==> config.mk <==
export PLATFORM = sky130hd
export DESIGN_NAME = uart_tx_arbiter
export DESIGN_NICKNAME = d
export VERILOG_FILES = /design/src/rtl/uart_tx_arbiter.sv
export SDC_FILE = /design/constraint.sdc
export NUM_CORES = 1
export LEC_CHECK = 0
export BUFFER_PORTS_ARGS = -buffer_cell sky130_fd_sc_hd__buf_2
export CORE_MARGIN = 10
export CORE_UTILIZATION = 50
export CTS_BUF_LIST = sky130_fd_sc_hd__clkbuf_4 sky130_fd_sc_hd__clkbuf_8
export DETAILED_ROUTE_END_ITERATION = 12
export MAX_ROUTING_LAYER = met4
export PLACE_DENSITY_LB_ADDON = 0.25
export SLEW_MARGIN = 20
export SYNTH_ARGS = -nofsm -noshare
export SYNTH_HDL_FRONTEND = slang
export SYNTH_SLANG_ARGS = --single-unit
==> constraint.sdc <==
create_clock -name clk -period 2.3 [get_ports clk]
set_input_delay 0 -clock clk [delete_from_list [all_inputs] [get_ports clk]]
set_output_delay 0 -clock clk [all_outputs]
set_load 0.02 [all_outputs]
==> src/rtl/uart_tx_arbiter.sv <==
`default_nettype none
// ============================================================================
// Module      : uart_tx_arbiter
// Description : Round-robin sequencer that shares one UART transmitter among
//               NREQ requesters. Each grant latches one DBITS-wide word,
//               launches it with a one-cycle tx_start, waits for tx_done,
//               then pulses done to the owner and rearbitrates.
//               Optional macro UART_ARB_TIMEOUT_EN adds a tx_done watchdog
//               (TMO_CYCLES) with a sticky err flag.
// Revision    : 1.0 - initial release
// ============================================================================
module uart_tx_arbiter #(
    parameter int NREQ       = 4,
    parameter int DBITS      = 3,
    parameter int TMO_CYCLES = 4096
) (
    input  logic                      clk,
    input  logic                      rst,
    input  logic [NREQ-1:0]           req,
    input  logic [NREQ*DBITS-1:0]     req_data,
    output logic [NREQ-1:0]           ack,
    output logic [NREQ-1:0]           done,
    output logic                      tx_start,
    output logic [DBITS-1:0]          din,
    input  logic                      tx_done,
    output logic                      busy,
    output logic [$clog2(NREQ)-1:0]   grant_id,
    output logic                      err
);

    localparam int                c_IW   = $clog2(NREQ);
    localparam logic [c_IW:0]     c_NREQ = (c_IW+1)'(NREQ);
    localparam logic [c_IW-1:0]   c_LAST_RST = c_IW'(NREQ - 1);
    localparam logic [NREQ-1:0]   c_ONE  = {{(NREQ-1){1'b0}}, 1'b1};

    typedef enum logic [1:0] {
        S_IDLE  = 2'd0,
        S_START = 2'd1,
        S_WAIT  = 2'd2
    } state_t;

    state_t             r_state;
    state_t             w_state_nxt;
    logic [c_IW-1:0]    r_last;
    logic [c_IW-1:0]    w_last_nxt;
    logic [NREQ-1:0]    r_ack;
    logic [NREQ-1:0]    w_ack_nxt;
    logic [NREQ-1:0]    r_done;
    logic [NREQ-1:0]    w_done_nxt;
    logic               r_tx_start;
    logic               w_tx_start_nxt;
    logic [DBITS-1:0]   r_din;
    logic [DBITS-1:0]   w_din_nxt;
    logic               r_busy;
    logic               w_busy_nxt;
    logic [c_IW-1:0]    r_grant_id;
    logic [c_IW-1:0]    w_grant_id_nxt;

    logic               w_found;
    logic [c_IW-1:0]    w_pick;
    logic [c_IW:0]      w_sum;
    logic [DBITS-1:0]   w_word;
    logic               w_tmo_fire;

    // Round-robin search: walk downward from last+NREQ to last+1 so the
    // last hit is the nearest set request above the pointer.
    always_comb begin
        w_found = 1'b0;
        w_pick  = '0;
        w_sum   = '0;
        for (int k = NREQ; k >= 1; k--) begin
            w_sum = {1'b0, r_last} + (c_IW+1)'(k);
            if (w_sum >= c_NREQ) begin
                w_sum = w_sum - c_NREQ;
            end
            if (req[w_sum[c_IW-1:0]]) begin
                w_found = 1'b1;
                w_pick  = w_sum[c_IW-1:0];
            end
        end
    end

    assign w_word = req_data[w_pick*DBITS +: DBITS];

`ifdef UART_ARB_TIMEOUT_EN
    localparam int               c_TW       = $clog2(TMO_CYCLES);
    localparam logic [c_TW-1:0]  c_TMO_LAST = c_TW'(TMO_CYCLES - 1);

    logic [c_TW-1:0] r_tmo_cnt;
    logic            r_err;

    // Watchdog counter: cleared on the way into WAIT, counts WAIT cycles.
    always_ff @(posedge clk) begin
        if (!rst) begin
            r_tmo_cnt <= '0;
        end else if (r_state == S_START) begin
            r_tmo_cnt <= '0;
        end else if (r_state == S_WAIT) begin
            r_tmo_cnt <= r_tmo_cnt + 1'b1;
        end
    end

    assign w_tmo_fire = (r_state == S_WAIT) && (r_tmo_cnt == c_TMO_LAST);

    // Sticky error: only a timeout that is not rescued by a same-edge tx_done.
    always_ff @(posedge clk) begin
        if (!rst) begin
            r_err <= 1'b0;
        end else if (w_tmo_fire && !tx_done) begin
            r_err <= 1'b1;
        end
    end

    assign err = r_err;
`else
    logic w_unused_tmo;
    assign w_unused_tmo = ^TMO_CYCLES;
    assign w_tmo_fire   = 1'b0;
    assign err          = 1'b0;
`endif

    // Next-state and next-output decode; pulses default low every cycle.
    always_comb begin
        w_state_nxt    = r_state;
        w_last_nxt     = r_last;
        w_ack_nxt      = '0;
        w_done_nxt     = '0;
        w_tx_start_nxt = 1'b0;
        w_din_nxt      = r_din;
        w_grant_id_nxt = r_grant_id;
        unique case (r_state)
            S_IDLE: begin
                if (w_found) begin
                    w_state_nxt    = S_START;
                    w_din_nxt      = w_word;
                    w_grant_id_nxt = w_pick;
                    w_tx_start_nxt = 1'b1;
                    w_ack_nxt      = c_ONE << w_pick;
                end
            end
            S_START: begin
                w_state_nxt = S_WAIT;
            end
            S_WAIT: begin
                if (tx_done) begin
                    w_done_nxt  = c_ONE << r_grant_id;
                    w_last_nxt  = r_grant_id;
                    w_state_nxt = S_IDLE;
                end else if (w_tmo_fire) begin
                    w_last_nxt  = r_grant_id;
                    w_state_nxt = S_IDLE;
                end
            end
            default: begin
                w_state_nxt = S_IDLE;
            end
        endcase
        w_busy_nxt = (w_state_nxt != S_IDLE);
    end

    // State and registered outputs; reset abandons any word in flight.
    always_ff @(posedge clk) begin
        if (!rst) begin
            r_state    <= S_IDLE;
            r_last     <= c_LAST_RST;
            r_ack      <= '0;
            r_done     <= '0;
            r_tx_start <= 1'b0;
            r_din      <= '0;
            r_busy     <= 1'b0;
            r_grant_id <= '0;
        end else begin
            r_state    <= w_state_nxt;
            r_last     <= w_last_nxt;
            r_ack      <= w_ack_nxt;
            r_done     <= w_done_nxt;
            r_tx_start <= w_tx_start_nxt;
            r_din      <= w_din_nxt;
            r_busy     <= w_busy_nxt;
            r_grant_id <= w_grant_id_nxt;
        end
    end

    assign ack      = r_ack;
    assign done     = r_done;
    assign tx_start = r_tx_start;
    assign din      = r_din;
    assign busy     = r_busy;
    assign grant_id = r_grant_id;

endmodule
`default_nettype wire

[After elaboration in Yosys (flattened, before gate mapping)]
Index checks and enable logic that the tools add are counted.
W data, S select, Z words.
Operators by class
  reduce and logical (&&, ||, !) cells: 7
  order comparisons: 8
  shift operators: 3
  $add $sub $neg: 8
  multiply operators: 1
  multiplexer cells: 24
  eq/ne operators: 2
Operator list (count)
  $mux W2: 10
  $ge A3 B3 Y1 const B: 4
  $lt A2 B3 Y1 const B: 4
  $shiftx A12 B5 Y3: 1
  $mux W1: 9
  $bmux W1 S2: 4
  $shl A1 B2 Y4 const A: 2
  $sub A2 B1 Y2 const B: 4
  $add A2 B2 Y3 const B: 2
  $pmux W2 S3: 1
  $reduce_and A2 Y1: 3
  $reduce_and A3 Y1: 2
  $mul A2 B2 Y4 const B: 1
  $add A2 B1 Y3 const B: 1
  $add A2 B3 Y3 const B: 1
  $eq A2 B1 Y1 const B: 1
  $eq A2 B2 Y1 const B: 1
  $logic_not A2 Y1: 1
  $reduce_bool A2 Y1: 1
Storage, ports and cells
  output and inout port bits: 16
  word-level logic and storage cells: 61
  bits in registers: 19

[Longest topological paths before layout]
Gate-level depths: netlist of the first run.
  word-level depth: 12
  mapped depth: 6

[Worst setup path before layout of the first run]
OpenSTA, ideal clock, no wires.
  path type: register -> register
  from: register r_last[0]
  to: register r_din[1] (netlist: din[1])
  required time: 2169 ps
  setup slack: 789 ps
  stages on the path, launching flop included: 5
  library setup time: 131 ps
  path buffers: 0
  arrival time: 1380 ps
  cell sequence: dfxtp_1 > nand2b_1 > a311oi_4 > mux2i_1 > o221ai_2
Between the ends
  word-level cells in the longest chain between the ends: 11
RTL lines
  from (decl): RTL line 44  | logic [c_IW-1:0] r_last;
  from (signal assigned): RTL line 165  | r_last <= c_LAST_RST;
  from (signal assigned): RTL line 174  | r_last <= w_last_nxt;
  $add A2 B3 Y3: RTL line 72  | w_sum = {1'b0, r_last} + (c_IW+1)'(k);
  $ge A3 B3 Y1 / $sub A2 B1 Y2 (equally long branches): RTL line 73, 74
  $mux W2: RTL line 73  | if (w_sum >= c_NREQ) begin
  $bmux W1 S2: RTL line 76  | if (req[w_sum[c_IW-1:0]]) begin
  $mux W1 (not written as such): RTL line 76
  $mux W2 (4 in series): RTL line 76
  $mul A2 B2 Y4: RTL line 83  | assign w_word = req_data[w_pick*DBITS +: DBITS];
  $shiftx A12 B5 Y3: RTL line 83
  to (signal assigned): RTL line 178  | r_din <= w_din_nxt;
  to (decl): RTL line 52  | logic [DBITS-1:0] r_din;
Parallel ways exist; a longest one is shown, timed or not. The select of a mux whose other input is x is not followed.
A chain may end at the register's enable or synchronous reset.

[Worst setup path after layout of the first run]
  from: register r_state[1]
  to: register r_din[2] (netlist: din[2])
Between the ends
  word-level cells in the longest chain between the ends: 2
RTL lines
  from (decl): RTL line 42  | state_t r_state;
  from (signal assigned): RTL line 173  | r_state <= w_state_nxt;
  $logic_not A2 Y1: RTL line 131  | unique case (r_state)
  $reduce_and A2 Y1 (no source line)
Every way passes these cells.

==> impl_results.md, run 1 <==
* Status: finished, final reports clean
* Worst reg-to-reg setup slack at 0.62 ns
* Num ports at 35
* FF-to-FF Start: r_state[1]
* Clock insertion delay at the later pin of the skew report at 0.29 ns
* Worst reg2reg path endpoint: din[2]
* Final Routed Wirelength at slightly above 2000 µm
* Number of distinct standard cells referenced by the synthesized netlist at 32
* First-pass DRT Iterations at 4
* Required time at the endpoint of the critical path at 2.52 ns
* Drc violations at 0
* Final core area utilization at between 60% and 70%
* Global-route wire length before repair at between 3000 and 4000 µm
* Antenna viol nets, final at 0
* Worst reg2reg path depth at 5
* Deepest clock path buffer count at 2
* Starting DRC count in detailed routing at 13
* Data arrival, critical path at between 1.5 and 2 ns
* WL per Instance at between 15 and 20 µm
* Worst hold stages at 3
* Count of standard-cell rows at 14
* Final number of setup-violating endpoints at 0
* Count of state elements after synthesis at 19
* Initial Util at between 50% and 60%
* FF+latch area at roughly 380 µm²
* Peak fanout along the critical path at 5
* Share of the synthesized area in the top cell type at 46.7%
* Vias post-DR at ~740
* Final Net Count at about 140
* Largest net degree at the start of global routing at 11
* TritonCTS clock tree: yes
* Number of global-route vias before repair at 791
* Final period util at 73.1%
* CTS buffer count at 3
* Pins Over Slew Limit at 0
* Clk Tree Root Cell: sky130_fd_sc_hd__clkbuf_4
* IO Port Bufs at 33
* Synthesized cell area at between 800 and 900 µm²
* Number of instances in the synthesized netlist at a little over 80
* Critical path launch point type: flop
* Die W at approximately 60 µm
* Antenna violations before repair at 0
* Worst VDD drop at approximately 330 µV
* Worst-case headroom to the max-slew limit at 56.7%
* Worst hold path class: in -> reg
* Crit Path Category: reg -> reg
* Element type at the critical path end: flop
* Count of final hold-check violations at 0
* GRT Residual Overflow at 0
* Static Leakage at between 0.4 and 0.5 nW
* Number of sinks driven by the clock tree at 19
* Syn avg cell area at 9.93 µm²
* Clock skew at around 0.012 ns
* Vias per cell at roughly 5.5
* Setup repair after global routing missed its margin: false
* Largest area contributor in the netlist: sky130_fd_sc_hd__dfxtp_1
* Final GP Congestion at 0.747
* Die height at between 60 and 70 µm
* Area used by multi-input combinational logic at between 400 and 500 µm²
* Total of max-cap violations at 0
* Standard cell core area at 0.00152 mm²
* Transition at the pin with the smallest max-transition slack at around 0.65 ns
* Endpoint with the worst hold slack: din[0]
* GRT Resource Usage Total at 12.3%
* Post-synthesis sequential area ratio at 46.7%
* Power density over the cells at 690 mW/mm²
* Fin Setup TNS at 0 ns
* Cell types with the largest area share after synthesis: sky130_fd_sc_hd__dfxtp_1 47%, sky130_fd_sc_hd__mux2i_1 9.8%, sky130_fd_sc_hd__a311oi_4 3.2%, sky130_fd_sc_hd__nand2b_1 3.1%, sky130_fd_sc_hd__nor3_1 3.1%
* HPWL reported at the end of detailed placement at about 1600 µm
* Max Fclk at 595 MHz
* Post-Synthesis Net Count at about 100
* Area growth, synth to finish at 26.9%
* Ant diodes at 0
* CTS H-tree depth at 1
* Die area at roughly 0.0036 mm²
* Hold Startpoint: req_data[3]
* Min Tclk post-route at about 1.7 ns
* Clock slew at the register clock pins of the worst setup and hold paths at 0.11 ns
* Filler cell count in the final layout at 134
* Synth warnings at 0
* Fraction of final layout cells sized beyond drive strength 1 at 37.3%
how the worst max path moves through the flow:
stage	to	cells after the start	slack (ns)	from
finish	din[2]	5	0.62	r_state[1]
global route	din[0]	4	0.51	r_last[0]
CTS	din[1]	4	0.62	r_last[0]
detailed placement	din[1]	4	0.63	r_last[0]
global placement	din[1]	4	0.69	r_last[0]
floorplan	din[1]	4	0.79	r_last[0]
logic make-up (layout without fill, tap and decap cells):
logic type | Yosys count | after routing | share of synthesized area, %
AOI/OAI and AO/OA | 10 | 10 | 11.8
and+or+nand+nor | 38 | 38 | 27.8
muxes | 8 | 8 | 9.83
other | 1 | 1 | 0.460
buffers and inverters | 6 | 42 | 3.38
DFF | 19 | 19 | 46.7
worst max-delay path: stages, from the launching register on:
cell                       delay (ns)
sky130_fd_sc_hd__dfxtp_1         0.38
sky130_fd_sc_hd__nor3_4          0.26
sky130_fd_sc_hd__nand2_2         0.12
sky130_fd_sc_hd__inv_2           0.10
sky130_fd_sc_hd__or4b_1          0.53
sky130_fd_sc_hd__o221ai_1        0.22
layout by cell type (no fill, tap or decap), types with 2 or more instances in the layout:
cell and n:
sky130_fd_sc_hd__nor3_1 5, sky130_fd_sc_hd__clkbuf_4 4, sky130_fd_sc_hd__dlygate4sd3_1 2, sky130_fd_sc_hd__nand2_1 6, sky130_fd_sc_hd__nor2_1 5, sky130_fd_sc_hd__inv_1 2
sky130_fd_sc_hd__or3_1 2, sky130_fd_sc_hd__nand2b_1 4, sky130_fd_sc_hd__o221ai_1 2, sky130_fd_sc_hd__nand3_1 3, sky130_fd_sc_hd__dfxtp_1 19, sky130_fd_sc_hd__buf_2 33
sky130_fd_sc_hd__a21oi_1 3, sky130_fd_sc_hd__mux2i_1 8, sky130_fd_sc_hd__nor3b_1 3
state kept, by name, indices dropped and copies added, names as in the netlist:
| register | cells |
|---|---|
| ack | 4 |
| busy | 1 |
| din | 3 |
| done | 4 |
| grant_id | 2 |
| r_last | 2 |
| r_state | 2 |
| tx_start | 1 |
per-layer routing:
| layer | routed length (µm) | GRT usage (%) |
|---|---|---|
| met4 | 13 | 3.85 |
| met5 | 0 | - |
| met3 | 131 | 4.18 |
| met2 | 1040 | 20.6 |
| met1 | 851 | 13.2 |
report_power, final:
| group | switching [mW] | total (mW) | internal (mW) |
|---|---|---|---|
| Clock | 0.0992 | 0.178 | 0.0792 |
| Sequential | 0.0201 | 0.375 | 0.355 |
| Combinational | 0.0922 | 0.159 | 0.0673 |
| Total | 0.212 | 0.713 | 0.502 |
area by class of cell:
cell class / count / share of cell area [%]
timing repair buffer: 35 / 17.9
sequential: 19 / 36.8
multi-input combinational: 57 / 39.3
clock buffer: 4 / 2.91
inverter: 3 / 1.09
tap: 16 / 1.94
repair_timing:
action,CTS,global route
resized for setup,0,0
hold endpoints to repair,3,0
endpoints found under the setup margin,0,0
buffers inserted,0,0
hold buffers,2,0
synthesized netlist by cell type:
cell type,number
sky130_fd_sc_hd__and4_1,1
sky130_fd_sc_hd__inv_1,2
sky130_fd_sc_hd__or2_1,1
sky130_fd_sc_hd__nor3_4,1
sky130_fd_sc_hd__nand2b_1,4
sky130_fd_sc_hd__a211oi_1,1
sky130_fd_sc_hd__nand2_1,6
sky130_fd_sc_hd__nor3b_1,3
sky130_fd_sc_hd__nand2_2,1
sky130_fd_sc_hd__or2_2,1
sky130_fd_sc_hd__or3_1,2
sky130_fd_sc_hd__a21boi_0,1
sky130_fd_sc_hd__o221ai_1,2
sky130_fd_sc_hd__or4b_1,1
sky130_fd_sc_hd__conb_1,1
sky130_fd_sc_hd__a311oi_4,1
sky130_fd_sc_hd__or3b_2,1
sky130_fd_sc_hd__o221ai_2,1
sky130_fd_sc_hd__nor2_1,5
sky130_fd_sc_hd__dfxtp_1,19
sky130_fd_sc_hd__clkbuf_1,1
sky130_fd_sc_hd__inv_2,1
sky130_fd_sc_hd__a21oi_1,3
sky130_fd_sc_hd__clkbuf_2,1
sky130_fd_sc_hd__nor4_1,1
sky130_fd_sc_hd__or2b_1,1
sky130_fd_sc_hd__buf_4,1
sky130_fd_sc_hd__o31ai_1,1
sky130_fd_sc_hd__mux2i_1,8
sky130_fd_sc_hd__and3b_1,1
sky130_fd_sc_hd__nand3_1,3
sky130_fd_sc_hd__nor3_1,5
stage by stage:
| stage | hold WS (ns) | cell area (µm²) | total power [mW] | worst slack [ns] | cells |
|---|---|---|---|---|---|
| after global placement | 0.263 | 983 | 0.533 | 0.694 | 128 |
| after global routing | 0.00890 | 1030 | 0.747 | 0.514 | 134 |
| after detailed placement | 0.277 | 983 | 0.540 | 0.628 | 128 |
| after floorplan | 0.195 | 815 | 0.484 | 0.789 | 82 |
| final | 0.0119 | 1030 | 0.713 | 0.619 | 134 |
| after CTS | 0.0124 | 1030 | 0.718 | 0.619 | 134 |
No activity file was read; power rests on OpenSTA's default activity.
==> run 2: changes to the inputs <==
--- a/config.mk
+++ b/config.mk
@@ -5,9 +5,10 @@
 export SDC_FILE = /design/constraint.sdc
 export NUM_CORES = 1
 export LEC_CHECK = 0
+export ABC_AREA = 1
 export BUFFER_PORTS_ARGS = -buffer_cell sky130_fd_sc_hd__buf_2
 export CORE_MARGIN = 10
-export CORE_UTILIZATION = 50
+export CORE_UTILIZATION = 46
 export CTS_BUF_LIST = sky130_fd_sc_hd__clkbuf_4 sky130_fd_sc_hd__clkbuf_8
 export DETAILED_ROUTE_END_ITERATION = 12
 export MAX_ROUTING_LAYER = met4
==> constraint.sdc (replaced) <==
create_clock -name clk -period 1.5 [get_ports clk]
set_input_delay 0 -clock clk [delete_from_list [all_inputs] [get_ports clk]]
set_output_delay 0 -clock clk [all_outputs]
set_load 0.02 [all_outputs]
==> impl_results.md, run 2 <==
* Hold Startpoint: req_data[9]
* Failing checks: setup timing
* Share of the synthesized area in the top cell type at 36.2% (-10 points)
* Vias post-DR at 1,090 (+48%)
* GRT Residual Overflow at 0 (unchanged)
* Total power draw at 1.55 mW (+120%)
* Post-Synthesis Net Count at 172 (+70%)
* Num ports at 35 (unchanged)
* Standard cell core area at 0.00219 mm² (+44%)
* Worst hold path class: in -> reg
* Synth warnings at 0 (unchanged)
* Count of state elements after synthesis at 19 (unchanged)
* Endpoint with the worst hold slack: din[0]
* Ant diodes at 0 (unchanged)
* Number of distinct standard cells referenced by the synthesized netlist at 26 (-19%)
* Critical path launch point type: flop
* TritonCTS clock tree: yes
* Most frequent cell after synthesis: sky130_fd_sc_hd__nand2_1
* Final Routed Wirelength at 2970 µm (+46%)
* Die W at 67.8 µm (+12%)
* Final period util at 110% (+36 points)
* HPWL reported at the end of detailed placement at 1980 µm (+23%)
* Post-synthesis sequential area ratio at 36.2% (-10 points)
* Filler cell count in the final layout at 176 (+31%)
* Pins Over Slew Limit at 0 (unchanged)
* Final Net Count at 221 (+60%)
* Clock skew at 0.00592 ns (-0.00632 ns)
* Die area at 0.00459 mm² (+26%)
* Total of max-cap violations at 0 (unchanged)
* Antenna viol nets, final at 0 (unchanged)
* Fraction of final layout cells sized beyond drive strength 1 at 52.7% (+15 points)
* Most instantiated cells after synthesis: 35 x sky130_fd_sc_hd__nand2_1, 25 x sky130_fd_sc_hd__inv_1, 19 x sky130_fd_sc_hd__dfxtp_1
* Worst slack, placed at -0.113 ns (-0.742 ns)
* Required time at the endpoint of the critical path at 1.70 ns (-0.82 ns)
* Deepest clock path buffer count at 2 (unchanged)
* Post-synth EDFFs at 0 (unchanged)
* Biggest cell delay along the critical path at 0.47 ns (-0.06 ns)
* Post-synth ARST share at 0% (unchanged)
* Clock insertion delay at the later pin of the skew report at 0.30 ns (about the same)
* Syn avg cell area at 6.86 µm² (-31%)
* FF-to-FF Start: r_last[0]
* Clock slew at the register clock pins of the worst setup and hold paths at 0.11 ns (about the same)
* Least setup slack across all paths after layout at -0.144 ns (-0.763 ns)
* Worst reg2reg path endpoint: din[2]
* Global-route wire length before repair at 4230 µm (+26%)
* Worst reg-to-reg setup slack at -0.14 ns (-0.76 ns)
* Max Fclk at 608 MHz (+2.3%)
* Post-Route Hold Slack at 0.108 ns (+0.0963 ns)
* Beginning of the critical path: r_last[0]
* Largest net degree at the start of global routing at 12 (+1)
* Power density over the cells at 967 mW/mm² (+40%)
* Fin Setup TNS at -0.620 ns (-0.620 ns)
* Number of global-route vias before repair at 1,041 (+32%)
* Top FF cell, synth: sky130_fd_sc_hd__dfxtp_1
* First-pass DRT Iterations at 4 (unchanged)
* Critical path cell sequence: inv_8, nand2_4, nand2_4, nand2_4, nand2_4, nand2_4, nand3_4, nand2_8, nand2_2, nand3_2, nand3_2, nand2_1, inv_1
* WL per Instance at 13.0 µm (-15%)
* Drc violations at 0 (unchanged)
* Peak fanout along the critical path at 8 (+3)
* Number of instances in the synthesized netlist at 153 (+87%)
* Crit path top cell by count: sky130_fd_sc_hd__nand2_4
* Die height at 67.8 µm (+12%)
* Leading cell type in the layout, fill and taps excluded: sky130_fd_sc_hd__buf_2
* CTS buffer count at 3 (unchanged)
* Final number of setup-violating endpoints at 9 (+9)
* Starting DRC count in detailed routing at 31 (+18)
* CTS H-tree depth at 1 (unchanged)
* Count of final hold-check violations at 0 (unchanged)
* Final GP Congestion at 0.809 (+8.2%)
* Min Tclk post-route at 1.64 ns (-0.0374 ns)
* Most frequent cells in the layout: 33 x sky130_fd_sc_hd__buf_2, 25 x sky130_fd_sc_hd__inv_1, 19 x sky130_fd_sc_hd__nand2_1, 17 x sky130_fd_sc_hd__dfxtp_1, 16 x sky130_fd_sc_hd__nor2_1
* Worst VDD drop at 892 µV (+170%)
* Initial Util at 47.9% (-5.5 points)
* Status: finished, violations left
* Antenna violations before repair at 0 (unchanged)
* Worst hold stages at 7 (+4)
* IO Port Bufs at 33 (unchanged)
* Vias per cell at 4.76 (-13%)
* Element type at the critical path end: flop
* Crit-path slowest cell: sky130_fd_sc_hd__dfxtp_4
* Setup repair after global routing missed its margin: true
* Data arrival, critical path at 1.84 ns (-0.06 ns)
* Area used by multi-input combinational logic at 736 µm² (+81%)
* Largest area contributor in the netlist: sky130_fd_sc_hd__dfxtp_1
* Cell types with the largest area share after synthesis: sky130_fd_sc_hd__dfxtp_1 36%, sky130_fd_sc_hd__nand2_1 13%, sky130_fd_sc_hd__inv_1 8.9%, sky130_fd_sc_hd__nand3_1 8.1%, sky130_fd_sc_hd__nor2_1 6.4%
* Area growth, synth to finish at 52.3%
* Clk Tree Root Cell: sky130_fd_sc_hd__clkbuf_4
* Worst reg2reg path depth at 13 (+8)
* Count of standard-cell rows at 17 (+3)
* Synthesized cell area at 0.00105 mm² (+29%)
* GRT Resource Usage Total at 11.9% (-0.33 points)
* Number of sinks driven by the clock tree at 19 (unchanged)
* FF+latch area at 388 µm² (+2.0%)
* Static Leakage at 0.889 nW (+86%)
* Crit Path Category: reg -> reg
[run 2: cell type report]
type | count | area share, %
multi-input combinational | 100 | 46.0
sequential | 19 | 24.3
timing repair buffer | 46 | 17.5
inverter | 32 | 8.29
tap | 28 | 2.19
clock buffer | 3 | 1.41
clock inverter | 1 | 0.313
[run 2: worst max-delay path by stage]
stage | endpoint | slack (ns) | cells past startpoint
finish | din[2] | -0.14 | 13
global route | din[2] | -0.21 | 13
CTS | din[1] | -0.04 | 13
detailed placement | din[0] | -0.11 | 14
global placement | din[0] | -0.09 | 13
floorplan | din[0] | 0.07 | 15
[run 2: where the power goes]
group	switching [mW]	total, mW	internal (mW)
Sequential	0.0409	0.598	0.557
Combinational	0.416	0.693	0.277
Clock	0.156	0.256	0.0994
Total	0.613	1.55	0.934
[run 2: critical path, delay by kind of cell (launching register included)]
family	cells	cell delay [ns]
and+or+nand+nor	11	0.94
DFF	1	0.47
buffers and inverters	2	0.12
[run 2: cell families after synthesis]
family	count (synthesis)	share of synthesized area, %
AOI/OAI and AO/OA	10	5.60
buffers and inverters	34	13.7
DFF	19	36.2
other	1	0.357
and+or+nand+nor	89	44.1
[run 2: metal layers]
metal	GRT usage (%)	wire length (µm)
met1	12.3	1190
met2	20.1	1510
met3	4.30	183
met4	5.03	85
met5	-	0
[run 2: repair_timing]
item | CTS | global route
gates cloned | 0 | 0
buffers inserted | 2 | 4
hold buffers | 2 | 0
gates resized for setup | 19 | 38
pin swaps | 16 | 24
endpoints found under the setup margin | 9 | 9
endpoints found under the hold margin | 3 | 0
[run 2: metrics by stage]
stage                     std cells  instance area (µm²)  utilization, %
final                           229                 1600            73.0
after global routing            229                 1600            73.0
after CTS                       225                 1390            63.5
after detailed placement        218                 1290            58.8
after global placement          218                 1290            58.8
after floorplan                 153                 1050               -
